<file path="src/rtl/sign_demux_if.sv">
// sign_demux_if: valid/ready bus between a noise source and a sign/magnitude consumer
//   in_valid  : in_data holds a sample
//   in_ready  : receiver can accept a sample this cycle
//   in_data   : 16-bit two's-complement sample
//   out_valid : out_sign/out_mag hold a decoded sample
//   out_ready : downstream takes the decoded sample this cycle
//   out_sign  : 1 = negative
//   out_mag   : 16-bit unsigned magnitude
interface sign_demux_if;
    logic        in_valid;
    logic        in_ready;
    logic [15:0] in_data;
    logic        out_valid;
    logic        out_ready;
    logic        out_sign;
    logic [15:0] out_mag;
    modport slave (
        input  in_valid, in_data, out_ready,
        output in_ready, out_valid, out_sign, out_mag
    );
    modport master (
        output in_valid, in_data, out_ready,
        input  in_ready, out_valid, out_sign, out_mag
    );
endinterface

</file>
<file path="src/rtl/sign_demux.sv">
// sign_demux: decode two's-complement noise samples into sign/magnitude, buffer in a FIFO, count signs
//   clk     : system clock, rising edge
//   rst     : synchronous active-low reset
//   bus     : sign_demux_if.slave (sample in, decoded sample out, valid/ready both sides)
//   clr_cnt : synchronous clear of both counters, wins over a same-cycle pop
//   pos_cnt : saturating count of popped samples with sign 0
//   neg_cnt : saturating count of popped samples with sign 1
module sign_demux #(
    parameter int DEPTH = 4,
    parameter int CNT_W = 16
) (
    input  logic             clk,
    input  logic             rst,
    sign_demux_if.slave      bus,
    input  logic             clr_cnt,
    output logic [CNT_W-1:0] pos_cnt,
    output logic [CNT_W-1:0] neg_cnt
);
    localparam int AW = $clog2(DEPTH);
    logic [16:0]   mem [DEPTH];
    logic [AW-1:0] wp, rp;
    logic [AW:0]   cnt, next_cnt;
    logic          rdy, push, pop;
    logic [16:0]   head, entry;
    always_comb begin
        head     = mem[rp];
        push     = bus.in_valid && rdy;
        pop      = (cnt != '0) && bus.out_ready;
        next_cnt = cnt + (AW+1)'(push) - (AW+1)'(pop);
        // -0x8000 wraps back to 0x8000, which is exactly the unsigned magnitude
        entry    = {bus.in_data[15], bus.in_data[15] ? 16'(~bus.in_data + 16'd1) : bus.in_data};
    end
    assign bus.in_ready  = rdy;
    assign bus.out_valid = cnt != '0;
    assign bus.out_sign  = head[16];
    assign bus.out_mag   = head[15:0];
    always_ff @(posedge clk) begin
        if (!rst) begin
            cnt     <= '0;
            wp      <= '0;
            rp      <= '0;
            rdy     <= 1'b0;
            pos_cnt <= '0;
            neg_cnt <= '0;
            for (int i = 0; i < DEPTH; i++) mem[i] <= '0;
        end else begin
            if (push) begin
                mem[wp] <= entry;
                wp      <= wp + 1'b1;
            end
            if (pop) rp <= rp + 1'b1;
            cnt <= next_cnt;
            // registered ready: looks at occupancy after this edge, so a full FIFO stalls one cycle
            rdy <= next_cnt < (AW+1)'(DEPTH);
            if (clr_cnt) begin
                pos_cnt <= '0;
                neg_cnt <= '0;
            end else if (pop) begin
                if (head[16]) begin
                    if (neg_cnt != '1) neg_cnt <= neg_cnt + 1'b1;
                end else if (pos_cnt != '1) begin
                    pos_cnt <= pos_cnt + 1'b1;
                end
            end
        end
    end
endmodule

</file>
<file path="src/flat_wrapper.sv">
// flat-port wrapper written by rule: the top's interface ports become plain ports
module sign_demux_flat 
#(
    parameter int DEPTH = 4,
    parameter int CNT_W = 16
)
  (clk, rst, clr_cnt, pos_cnt, neg_cnt, bus_in_valid, bus_in_data, bus_out_ready, bus_in_ready, bus_out_valid, bus_out_sign, bus_out_mag);
  sign_demux_if bus_i ();
  input  logic clk;
  input  logic rst;
  input  logic clr_cnt;
  output logic [CNT_W-1:0] pos_cnt;
  output logic [CNT_W-1:0] neg_cnt;
  input wire logic [$bits(bus_i.in_valid)-1:0] bus_in_valid;
  input wire logic [$bits(bus_i.in_data)-1:0] bus_in_data;
  input wire logic [$bits(bus_i.out_ready)-1:0] bus_out_ready;
  output wire logic [$bits(bus_i.in_ready)-1:0] bus_in_ready;
  output wire logic [$bits(bus_i.out_valid)-1:0] bus_out_valid;
  output wire logic [$bits(bus_i.out_sign)-1:0] bus_out_sign;
  output wire logic [$bits(bus_i.out_mag)-1:0] bus_out_mag;
  assign bus_i.in_valid = bus_in_valid;
  assign bus_i.in_data = bus_in_data;
  assign bus_i.out_ready = bus_out_ready;
  assign bus_in_ready = bus_i.in_ready;
  assign bus_out_valid = bus_i.out_valid;
  assign bus_out_sign = bus_i.out_sign;
  assign bus_out_mag = bus_i.out_mag;
  sign_demux #(.DEPTH(DEPTH), .CNT_W(CNT_W)) u_core (.clk(clk), .rst(rst), .bus(bus_i), .clr_cnt(clr_cnt), .pos_cnt(pos_cnt), .neg_cnt(neg_cnt));
endmodule
</file>
<file path="config.mk">
export PLATFORM = sky130hd
export DESIGN_NAME = sign_demux_flat
export DESIGN_NICKNAME = d
export VERILOG_FILES = /design/src/rtl/sign_demux_if.sv /design/src/rtl/sign_demux.sv /design/src/flat_wrapper.sv
export SDC_FILE = /design/constraint.sdc
export NUM_CORES = 1
export LEC_CHECK = 0
export ABC_AREA = 1
export BUFFER_PORTS_ARGS = -buffer_cell sky130_fd_sc_hd__buf_4
export CORE_MARGIN = 1.5
export CORE_UTILIZATION = 30
export CTS_CLUSTER_SIZE = 20
export DETAILED_ROUTE_END_ITERATION = 7
export GPL_TIMING_DRIVEN = 0
export PLACE_DENSITY_LB_ADDON = 0.25
export SYNTH_ARGS = -nofsm -noshare
export SYNTH_HDL_FRONTEND = slang
export SYNTH_SLANG_ARGS = --single-unit
</file>
<file path="constraint.sdc">
create_clock -name clk -period 3 [get_ports clk]
set_input_delay 0.45 -clock clk [delete_from_list [all_inputs] [get_ports clk]]
set_output_delay 0.45 -clock clk [all_outputs]
set_load 0.02 [all_outputs]
</file>
-- Yosys cells after proc, flatten, opt, wreduce, memory -nomap -nowiden
Memory sizes are Yosys's and may differ from the RTL's. A register that Yosys moved wholly into a read port is not among the register bits.
Index checks and enable logic that the tools add are counted.
- add/sub/neg operators: 7
- order comparisons: 1
- equal/unequal tests: 2
- multiplexer cells: 10
- bitwise logic cells: 3
- reductions and logical operators: 7
- operators with widths (operator ; count):
    $add A16 B1 Y16 const B ; 3
    $ne A16 B16 Y1 const B ; 2
    $mux W17 ; 1
    $reduce_or A17 Y1 ; 1
    $mux W16 ; 1
    $not A16 Y16 ; 1
    $mux W2 ; 3
    $reduce_and A3 Y1 ; 2
    $mux W1 ; 5
    $add A2 B1 Y2 const B ; 2
    $add A3 B1 Y3 ; 1
    $lt A3 B3 Y1 const B ; 1
    $reduce_bool A3 Y1 ; 1
    $sub A3 B1 Y3 ; 1
    $logic_and A1 B1 Y1 ; 2
    $not A1 Y1 ; 2
    $reduce_or A2 Y1 ; 1
- flip-flop bits (word level): 40
- RAM bits: 68
- input port bits: 21
- logic and storage cells: 37
- memories: 1
- memory list (name ; words ; bits a word ; rd ports ; clocked after Yosys merged registers in ; wr ports ; line ; source):
    u_core.mem ; 4 ; 17 ; 1 ; 1 ; 4 ; sign_demux.sv:20 ; logic [16:0] mem [DEPTH];

-- Depth between registers and ports, before layout
Gate-level depths: netlist of run 1.
- depth in word-level cells: 6
- depth in mapped cells: 13

-- Worst setup path before layout of run 1
Ideal clock, no wire load.
- path type: reg-to-reg
- from: reg u_core.rdy (netlist: u_core.bus.in_ready)
- to: mem u_core.mem[3][0] (enable)
- library setup time: 0.418 ns
- arrival time: 1.963 ns
- required time: 2.582 ns
- path slack: 0.619 ns
- stages on the path, launching flop included: 3
- cell sequence: dfxtp_1 nand2_1 o31ai_1
- RTL lines (item ; line ; source):
    start: declaration ; sign_demux.sv:23 ; logic rdy, push, pop;
    start signal: assignment ; sign_demux.sv:54 ; rdy <= next_cnt < (AW+1)'(DEPTH);
    end: declaration ; sign_demux.sv:20 ;

==> flow_summary.yaml, run 1 <==
run_status:
  status: "finished with violations"
  violations: "DRC"
logic_synthesis:
  synth.ff_latch_count: 110
  synth_simple_gate_area_share_pct: 29.5
  synthXorXnorAreaFrac_pct: 1.25
  yosysSeqAreaShare_pct: 51.4
  synth_edf_count: 68
  synth_cell_types: 38
  synth_area_um2: 5610
  ys.flop_type: "edfxtp_1"
  synthArstFlopShare_pct: 0
  syn_inst: 698
  synth_compound_gate_area_share_pct: 8.86
  synth_adder_area_share_pct: 1.47
  synth_top_family_by_area: "simple AND/OR/NAND/NOR gates"
  syn_nets: 725
  syn_area_per_cell_um2: 8.03
  yosys_warnings: 0
  muxShareOfSynthArea_pct: 0
grt:
  grt_pass1_vias: 4488
  grt_remaining_overflow: 0
  track_usage_pct: 15.2
  antenna_found_initial: 0
  grt_pass1_wl_mm: 23.2
  grt_max_degree: 20
timing:
  period_needed_ns: 2.45
  timing_hold_violations_final: 0
  max_freq_mhz: 408
  finalWorstSetupSlack_ns: 0.546
  slew_headroom_pct: 42.2
  period_share_pct: 81.8
  timing.final.max_slew_violations: 0
  fin_skew_ns: 0.0121
  rsz0062_at_grt: "no"
  hold-worst-slack_ns: 0.397
  worst_pin_slew_ns: 0.864
  setup_violations: 0
cells_and_area:
  stdcell_area_um2: 6740
  drive_gt1_share_pct: 17.1
  fill_cells: 1919
  post-route-util_pct: 37.1
  antenna_cells: 0
  syn_to_final_growth_pct: 20.2
  fin_nets: 807
  final_common_cell: "nor2_1"
  final_cell_mix: "153 x nor2_1, 140 x nand2_1, 72 x buf_4, 68 x edfxtp_1, 63 x inv_1"
  layout.cells.non_filler: 1014
detailed_routing:
  viasPerCell: 4.68
  drtIter0Drc: 369
  wl_per_cell_um: 14.4
  postRouteAntennaNets: 0
  wl_mm: 14.6
  drc: 3
  drt_pass1_iterations: 7
  num_vias: 4749
die:
  die_h_um: 140
  core_um2: 18100
  core.rowCount: 49
  fp.dieW_um: 140
  ios: 72
  initial_core_util_pct: 30.9
  dieArea_um2: 19500
clocking:
  clock_latency_ns: 0.36
  cts_setup_buffers: 0
  cts_made_buffers: 9
  h-tree-depth: 3
  holdBufCountCts: 0
  root_buffer: "clkbuf_16"
  cts_buffer_depth: 2
  cts_sinks: 110
  cts-resized-gates: 0
  clkTransAtPathRegs_ns: 0.08
  cts_tree: "built"
setup_path:
  rrSetupSlack_ns: 0.55
  worstSetupPathType: "reg -> reg"
  path_max_fanout: 17
  cp-start-kind: "register"
  worstPathArrival_ns: 2.43
  critPathCaptureType: "register"
  required_ns: 2.98
place:
  place_area_um2: 6460
  dp_hpwl_mm: 10.5
  place.gp.congestion: 0.805
  post-place-cells: 998
  io_buffers: 70
  place_ws_ns: 0.286
power:
  p_leak_nw: 2.65
  ir_worst_vdd_v: 0.000327
  p_per_area_nw_per_um2: 623
flow_run:
  cap_violations: 0
min_path:
  worstHoldPathType: "in -> reg"
sequential cells by signal (all words and copies together) (netlist names), named ones only:
| signal | cells |
|---|---|
| u_core.wp | 2 |
| u_core.pos_cnt | 16 |
| u_core.bus.in_ready | 1 |
| u_core.cnt | 3 |
| u_core.rp | 2 |
| u_core.mem | 68 |
| u_core.neg_cnt | 16 |
cell type report:
class | instances | area (µm²) | area share (%)
Clock buffer | 10 | 229 | 3.40
Sequential cell | 110 | 2880 | 42.8
Timing Repair Buffer | 71 | 553 | 8.20
Inverter | 74 | 280 | 4.16
Tap cell | 229 | 287 | 4.25
Buffer | 24 | 138 | 2.04
Clock inverter | 6 | 52.6 | 0.780
Multi-Input combinational cell | 490 | 2320 | 34.4
per-layer routing:
| metal | up-vias | wire length, µm | GRT usage (%) |
|---|---|---|---|
| li1 | 2453 | - | - |
| met1 | 2180 | 7120 | 20.9 |
| met2 | 98 | 6500 | 23.6 |
| met3 | 18 | 705 | 3.27 |
| met4 | 0 | 247 | 5.32 |
| met5 | - | 0 | 0 |
Yosys cell counts (all sizes together) (2+ instances only):
| cell type | n | area share [%] |
|---|---|---|
| o22ai | 16 | 1.8 |
| clkbuf | 9 | 0.60 |
| inv | 71 | 4.8 |
| clkinv | 3 | 0.20 |
| o21ai | 44 | 3.9 |
| xnor2 | 3 | 0.47 |
| o31ai | 2 | 0.27 |
| nor3 | 14 | 1.3 |
| nand4 | 4 | 0.45 |
| dfxtp | 42 | 15 |
| nand2 | 146 | 10 |
| edfxtp | 68 | 36 |
| or2 | 2 | 0.22 |
| nand3 | 47 | 4.8 |
| ha | 5 | 1.1 |
| buf | 15 | 1.9 |
| xor2 | 5 | 0.78 |
| a21oi | 29 | 2.6 |
| nor2 | 164 | 12 |
| nand3b | 4 | 0.54 |
stage by stage:
step                      TNS [ns]  total power [mW]
final                            0              4.20
after CTS                        0              4.24
after floorplan                  0              2.61
after global routing             0              4.44
after detailed placement         0              3.08
after global placement      -10.16              3.07
worst paths after layout:
kind,from,depth (start not counted),endpoint
hold / removal,clr_cnt,4,u_core.pos_cnt[5]
setup / recovery,u_core.bus.in_ready,7,u_core.mem[2][15]
setup reg to reg,u_core.bus.in_ready,7,u_core.mem[2][15]
hold reg to reg,u_core.rp[1],2,u_core.rp[1]
worst max-delay path, stage by stage (launching register included):
cell and delay [ns]:
dfxtp_1 0.33, nand2_1 0.18, nor2_4 0.20, inv_2 0.11, nor2_4 0.11, nand2_2 0.19, buf_2 0.27, nand2_1 0.67
cells by family (layout without fill, tap and decap cells):
logic type / after synthesis / in the layout
and+or+nand+nor: 383 / 383
DFF: 110 / 110
buffers and inverters: 98 / 185
xor gates and xnor gates: 8 / 8
adders and majority gates: 6 / 6
AOI/OAI and AO/OA: 93 / 93
power by group:
| part | switching, mW | internal (mW) |
|---|---|---|
| sequential | 0.0585 | 1.72 |
| combinational | 0.827 | 0.434 |
| clock | 0.588 | 0.578 |
| total | 1.47 | 2.73 |
No activity file was read; power rests on OpenSTA's default activity.
==> run 2, diff against run 1 <==
--- a/config.mk
+++ b/config.mk
@@ -5,7 +5,7 @@
 export SDC_FILE = /design/constraint.sdc
 export NUM_CORES = 1
 export LEC_CHECK = 0
-export ABC_AREA = 1
+export ABC_AREA = 0
 export BUFFER_PORTS_ARGS = -buffer_cell sky130_fd_sc_hd__buf_4
 export CORE_MARGIN = 1.5
 export CORE_UTILIZATION = 30
==> constraint.sdc (replaced) <==
create_clock -name clk -period 2.32 [get_ports clk]
set_input_delay 0.348 -clock clk [delete_from_list [all_inputs] [get_ports clk]]
set_output_delay 0.348 -clock clk [all_outputs]
set_load 0.02 [all_outputs]
==> run 2 against run 1 <==
Effect of this change: the run now ends clean; setup slack worse by 0.44 ns; power is 25% higher; synthesized cell count is 31% lower; fmax is 11% higher; non-clock buffer count is 9 higher; clock-buffer cell count is 1 lower; global-route usage is 0.35 points lower; clock power is 37% higher.
==> flow_summary.yaml, run 2 <==
logic_synthesis:
  muxShareOfSynthArea_pct: 8.33
  yosysSeqAreaShare_pct: 54.2
  synth_compound_gate_area_share_pct: 9.34
  synth_cell_types: 48
  syn_inst: 482
  yosysMostFrequentCell: "edfxtp_1"
  synth_adder_area_share_pct: 1.55
  synth_top_family_by_area: "simple AND/OR/NAND/NOR gates"
  synth_edf_count: 68
  syn_area_per_cell_um2: 11.0
  ys.flop_type: "edfxtp_1"
  synthArstFlopShare_pct: 0
  synth_area_um2: 5320
  ys_top_cells_by_count: "68 x edfxtp_1, 63 x nor2_1, 42 x dfxtp_1, 27 x nand2_1"
  synthXorXnorAreaFrac_pct: 2.80
  yosys.area.top_type: "edfxtp_1"
  synth_simple_gate_area_share_pct: 20.4
  synth.ff_latch_count: 110
  syn_nets: 509
  yosys_warnings: 0
  synth_area_leaders: "edfxtp_1 38%, dfxtp_1 16%, mux4_2 7.2%"
  synth_top_area_share_pct: 38.4
setup_path:
  path_max_fanout: 10
  critPathCaptureType: "register"
  cp-start-kind: "register"
  required_ns: 2.59
  worstSetupPathType: "reg -> reg"
  worstPathArrival_ns: 2.48
flow_run:
  cap_violations: 0
grt:
  grt_pass1_wl_mm: 21.0
  antenna_found_initial: 0
  grt_max_degree: 20
  grt_remaining_overflow: 0
  grt_pass1_vias: 3980
  track_usage_pct: 14.9
cells_and_area:
  drive_gt1_share_pct: 23.0
  seq_area_um2: 2890
  final_cell_mix: "78 x buf_4, 68 x edfxtp_1, 63 x nor2_1, 40 x dfxtp_1, 24 x nand2_1"
  largest_reg_flops: 68
  antenna_cells: 0
  syn_to_final_growth_pct: 23.3
  fin_nets: 596
  fill_cells: 1723
  final_common_cell: "buf_4"
  multi_input_area_um2: 2310
  regMostFlops: "u_core.mem"
  reg_top3: "u_core.mem (68), u_core.neg_cnt (16), u_core.pos_cnt (16)"
clocking:
  root_buffer: "clkbuf_16"
  cts_sinks: 110
  clkTransAtPathRegs_ns: 0.07
  h-tree-depth: 3
  cts_buffer_depth: 2
  cts_tree: "built"
  clock_latency_ns: 0.35
  holdBufCountCts: 0
  cts_made_buffers: 9
detailed_routing:
  wl_mm: 13.2
  drtIter0Drc: 235
  num_vias: 4140
  drt_pass1_iterations: 4
  wl_per_cell_um: 16.5
  viasPerCell: 5.18
  postRouteAntennaNets: 0
  drc: 0
timing:
  slew_headroom_pct: 42.3
  finalWorstSetupSlack_ns: 0.107
  worst_pin_slew_ns: 0.858
  period_needed_ns: 2.21
  fin_skew_ns: 0.00692
  period_share_pct: 95.4
  setup_violations: 0
  timing.final.max_slew_violations: 0
  max_freq_mhz: 452
  fin_setup_tns_ns: 0
  rsz0062_at_grt: "no"
  timing_hold_violations_final: 0
place:
  place.gp.congestion: 0.842
  dp_hpwl_mm: 9.30
  io_buffers: 71
  place_ws_ns: -1.03
die:
  core.rowCount: 48
  dieArea_um2: 18500
  ios: 72
  initial_core_util_pct: 30.7
  core_um2: 17300
  die_h_um: 136
  fp.dieW_um: 136
power:
  ir_worst_vdd_v: 0.000396
  swShare_pct: 30.0
  seq_power_share_pct: 43.8
  intPower_mw: 3.68
  p_per_area_nw_per_um2: 803
  pwr-share-clk_pct: 30.4
  p_leak_nw: 2.38
  power.switching_mw: 1.58
  combPwrFrac_pct: 25.8
run_status:
  status: "completed"
min_path:
  worstHoldPathType: "in -> reg"
==> run 2: through the flow <==
stage / power (mW) / hold WS [ns] / utilization [%] / std cells / area (µm²)
floorplan: 3.20 / 0.476 / - / 482 / 5340
global placement: 3.65 / 0.501 / 35.6 / 778 / 6160
detailed placement: 3.68 / 0.509 / 35.7 / 779 / 6180
CTS: 5.34 / 0.254 / 37.8 / 798 / 6530
global route: 5.53 / 0.277 / 37.9 / 799 / 6560
finish: 5.26 / 0.271 / 37.9 / 799 / 6560
==> run 2: timing repair <==
action	in CTS	in global routing
hold endpoints to repair	0	0
gates resized for setup	19	3
endpoints found under the setup margin	67	42
pin swaps	2	2
buffers inserted	4	1
==> run 2: cell type report <==
| cell class | instances | share of cell area, % |
|---|---|---|
| Buffer | 27 | 1.91 |
| Clock buffer | 9 | 3.44 |
| Clock inverter | 7 | 1.22 |
| Inverter | 16 | 0.954 |
| Multi-Input combinational cell | 328 | 35.2 |
| Sequential cell | 110 | 44.1 |
| Tap cell | 225 | 4.29 |
| Timing Repair Buffer | 77 | 8.93 |
==> run 2: kinds of logic after synthesis <==
| group | Yosys count |
|---|---|
| XOR/XNOR | 17 |
| adder cells (fa/ha/maj) | 6 |
| AO/OA/AOI/OAI | 75 |
| AND/OR/NAND/NOR | 207 |
| flip-flops | 110 |
| buffers and inverters | 44 |
| multiplexers | 23 |
==> run 2: routing by layer <==
metal	vias to the layer above	wire length (µm)	GRT usage, %
met3	13	724	4.14
met4	0	175	3.90
li1	1992	-	-
met5	-	0	0
met1	2025	5760	18.6
met2	110	6560	25.2
==> run 2: worst paths after layout <==
| path | from | slack [ns] | to | cells past startpoint |
|---|---|---|---|---|
| worst max-delay path | register | 0.11 | u_core.pos_cnt[15] | 6 |
| worst min-delay path | rst | 0.27 | u_core.cnt[1] | 2 |
| worst max register to register | register | 0.11 | u_core.pos_cnt[15] | 6 |
| worst min register to register | u_core.neg_cnt[12] | 0.52 | u_core.neg_cnt[12] | 2 |
==> run 2: critical path, cell delays in order (launching register included) <==
cell	delay [ns]
dfxtp_1	0.34
buf_6	0.11
mux4_2	0.52
buf_4	0.20
nand4b_1	0.31
or3_1	0.43
a211oi_1	0.22
==> run 2: power groups by stage <==
stage	registers (mW)	clock network, mW	logic [mW]
2_1_floorplan	2.34	0	0.859
3_3_place_gp	2.34	0	1.32
3_5_place_dp	2.35	0	1.33
4_1_cts	2.31	1.66	1.37
5_1_grt	2.32	1.72	1.48
6_report	2.30	1.60	1.36
==> run 3, diff against run 2 <==
--- a/config.mk
+++ b/config.mk
@@ -8,7 +8,7 @@
 export ABC_AREA = 0
 export BUFFER_PORTS_ARGS = -buffer_cell sky130_fd_sc_hd__buf_4
 export CORE_MARGIN = 1.5
-export CORE_UTILIZATION = 30
+export CORE_UTILIZATION = 40
 export CTS_CLUSTER_SIZE = 20
 export DETAILED_ROUTE_END_ITERATION = 7
 export GPL_TIMING_DRIVEN = 0
==> run 3 against run 2 <==
Effect of this change: flip-flop and latch count stayed put; critical path depth grew 1; non-clock buffer count rose by 12; largest cell class unchanged; global-route usage is 3.8 points higher; combinational power up 7%; die area shrank 24%.
==> flow_summary.yaml, run 3 (synthesized netlist as in run 2, its figures left out) <==
run_status:
  status: "completed"
cells_and_area:
  drive_gt1_share_pct: 24.9
  stdcell_area_um2: 6580
  layout.cells.non_filler: 758
  syn_to_final_growth_pct: 23.8
  antenna_cells: 0
  largest_reg_flops: 68
  reg_top3: "u_core.mem (68), u_core.neg_cnt (16), u_core.pos_cnt (16)"
  fill_cells: 1159
  fin_nets: 608
  final_common_cell: "buf_4"
  regMostFlops: "u_core.mem"
  final_cell_mix: "88 x buf_4, 68 x edfxtp_1, 63 x nor2_1, 39 x dfxtp_1, 24 x nand2_1"
  post-route-util_pct: 51.5
detailed_routing:
  drtIter0Drc: 317
  viasPerCell: 5.48
  wl_per_cell_um: 16.7
  drc: 0
  postRouteAntennaNets: 0
  drt_pass1_iterations: 5
  wl_mm: 12.6
  num_vias: 4156
clocking:
  h-tree-depth: 3
  holdBufCountCts: 0
  cts_tree: "built"
  cts_sinks: 110
  clock_latency_ns: 0.35
  cts_buffer_depth: 2
  root_buffer: "clkbuf_16"
  clkTransAtPathRegs_ns: 0.08
  cts_made_buffers: 9
setup_path:
  r2r_cells: 7
  worstSetupPathType: "reg -> reg"
  path_max_fanout: 10
  worstPathArrival_ns: 2.47
  required_ns: 2.54
  max_stage_delay_ns: 0.52
  critPathCaptureType: "register"
  cp-start-kind: "register"
  critical_path_cell_count: 7
  slowest_stage: "mux4_2"
  cp_num_buf_inv: 3
  path_cells: "buf_6 > mux4_2 > clkbuf_4 > nand4b_1 > buf_4 > o311ai_1 > o41ai_2"
  crit_family: "buffers and inverters"
min_path:
  worstHoldPathType: "in -> reg"
  min_path_cells: 2
die:
  dieArea_um2: 14000
  core.rowCount: 41
  fp.dieW_um: 118
  initial_core_util_pct: 41.6
  ios: 72
  core_um2: 12800
  die_h_um: 118
grt:
  grt_pass1_vias: 4008
  grt_remaining_overflow: 0
  grt_max_degree: 20
  track_usage_pct: 18.6
  grt_pass1_wl_mm: 20.5
  antenna_found_initial: 0
timing:
  fin_setup_tns_ns: 0
  hold-worst-slack_ns: 0.260
  period_share_pct: 96.9
  timing.final.max_slew_violations: 0
  period_needed_ns: 2.25
  finalWorstSetupSlack_ns: 0.0716
  timing_hold_violations_final: 0
  rsz0062_at_grt: "no"
  max_freq_mhz: 445
  fin_skew_ns: 0.00778
  slew_headroom_pct: 43.8
  worst_pin_slew_ns: 0.835
  setup_violations: 0
place:
  place_ws_ns: -0.907
  post-place-cells: 726
  place_area_um2: 6110
  dp_hpwl_mm: 8.67
  io_buffers: 71
  place.gp.congestion: 0.844
flow_run:
  cap_violations: 0
power:
  p_per_area_nw_per_um2: 794
  p_total_mw: 5.22
  ir_worst_vdd_v: 0.000406
  p_leak_nw: 2.43
==> run 3: final timing paths <==
kind | endpoint | slack [ns] | from
worst min register to register | u_core.neg_cnt[12] | 0.53 | u_core.neg_cnt[12]
worst min-delay path | u_core.cnt[2] | 0.26 | rst
worst max register to register | u_core.pos_cnt[9] | 0.07 | register
worst max-delay path | u_core.pos_cnt[9] | 0.07 | register
==> run 3: area by class of cell <==
cell class                 instances  area (µm²)  area share [%]
multi-input combinational        328        2320            35.3
sequential                       110        2890            43.9
buffer                            27         124            1.88
tap                              172         215            3.27
clock buffer                       9         225            3.42
timing repair buffer              89         688            10.5
inverter                          16        62.6           0.951
clock inverter                     7        55.1           0.837
==> run 3: power by group <==
part | switching (mW) | internal, mW
clock network | 0.737 | 0.741
registers | 0.0743 | 2.23
logic | 0.762 | 0.683
==> run 3: what timing repair did <==
action,CTS,global route
pin swaps,2,2
gates resized for setup,14,12
setup endpoints to repair,64,61
setup buffers,4,13
==> run 3: routing by layer <==
layer | GRT usage [%] | wire length (µm) | share of wire (%)
met5 | 0 | 0 | 0
met4 | 7.16 | 185 | 1.5
met3 | 3.23 | 638 | 5.0
met2 | 31.3 | 6290 | 50
met1 | 24.0 | 5530 | 44
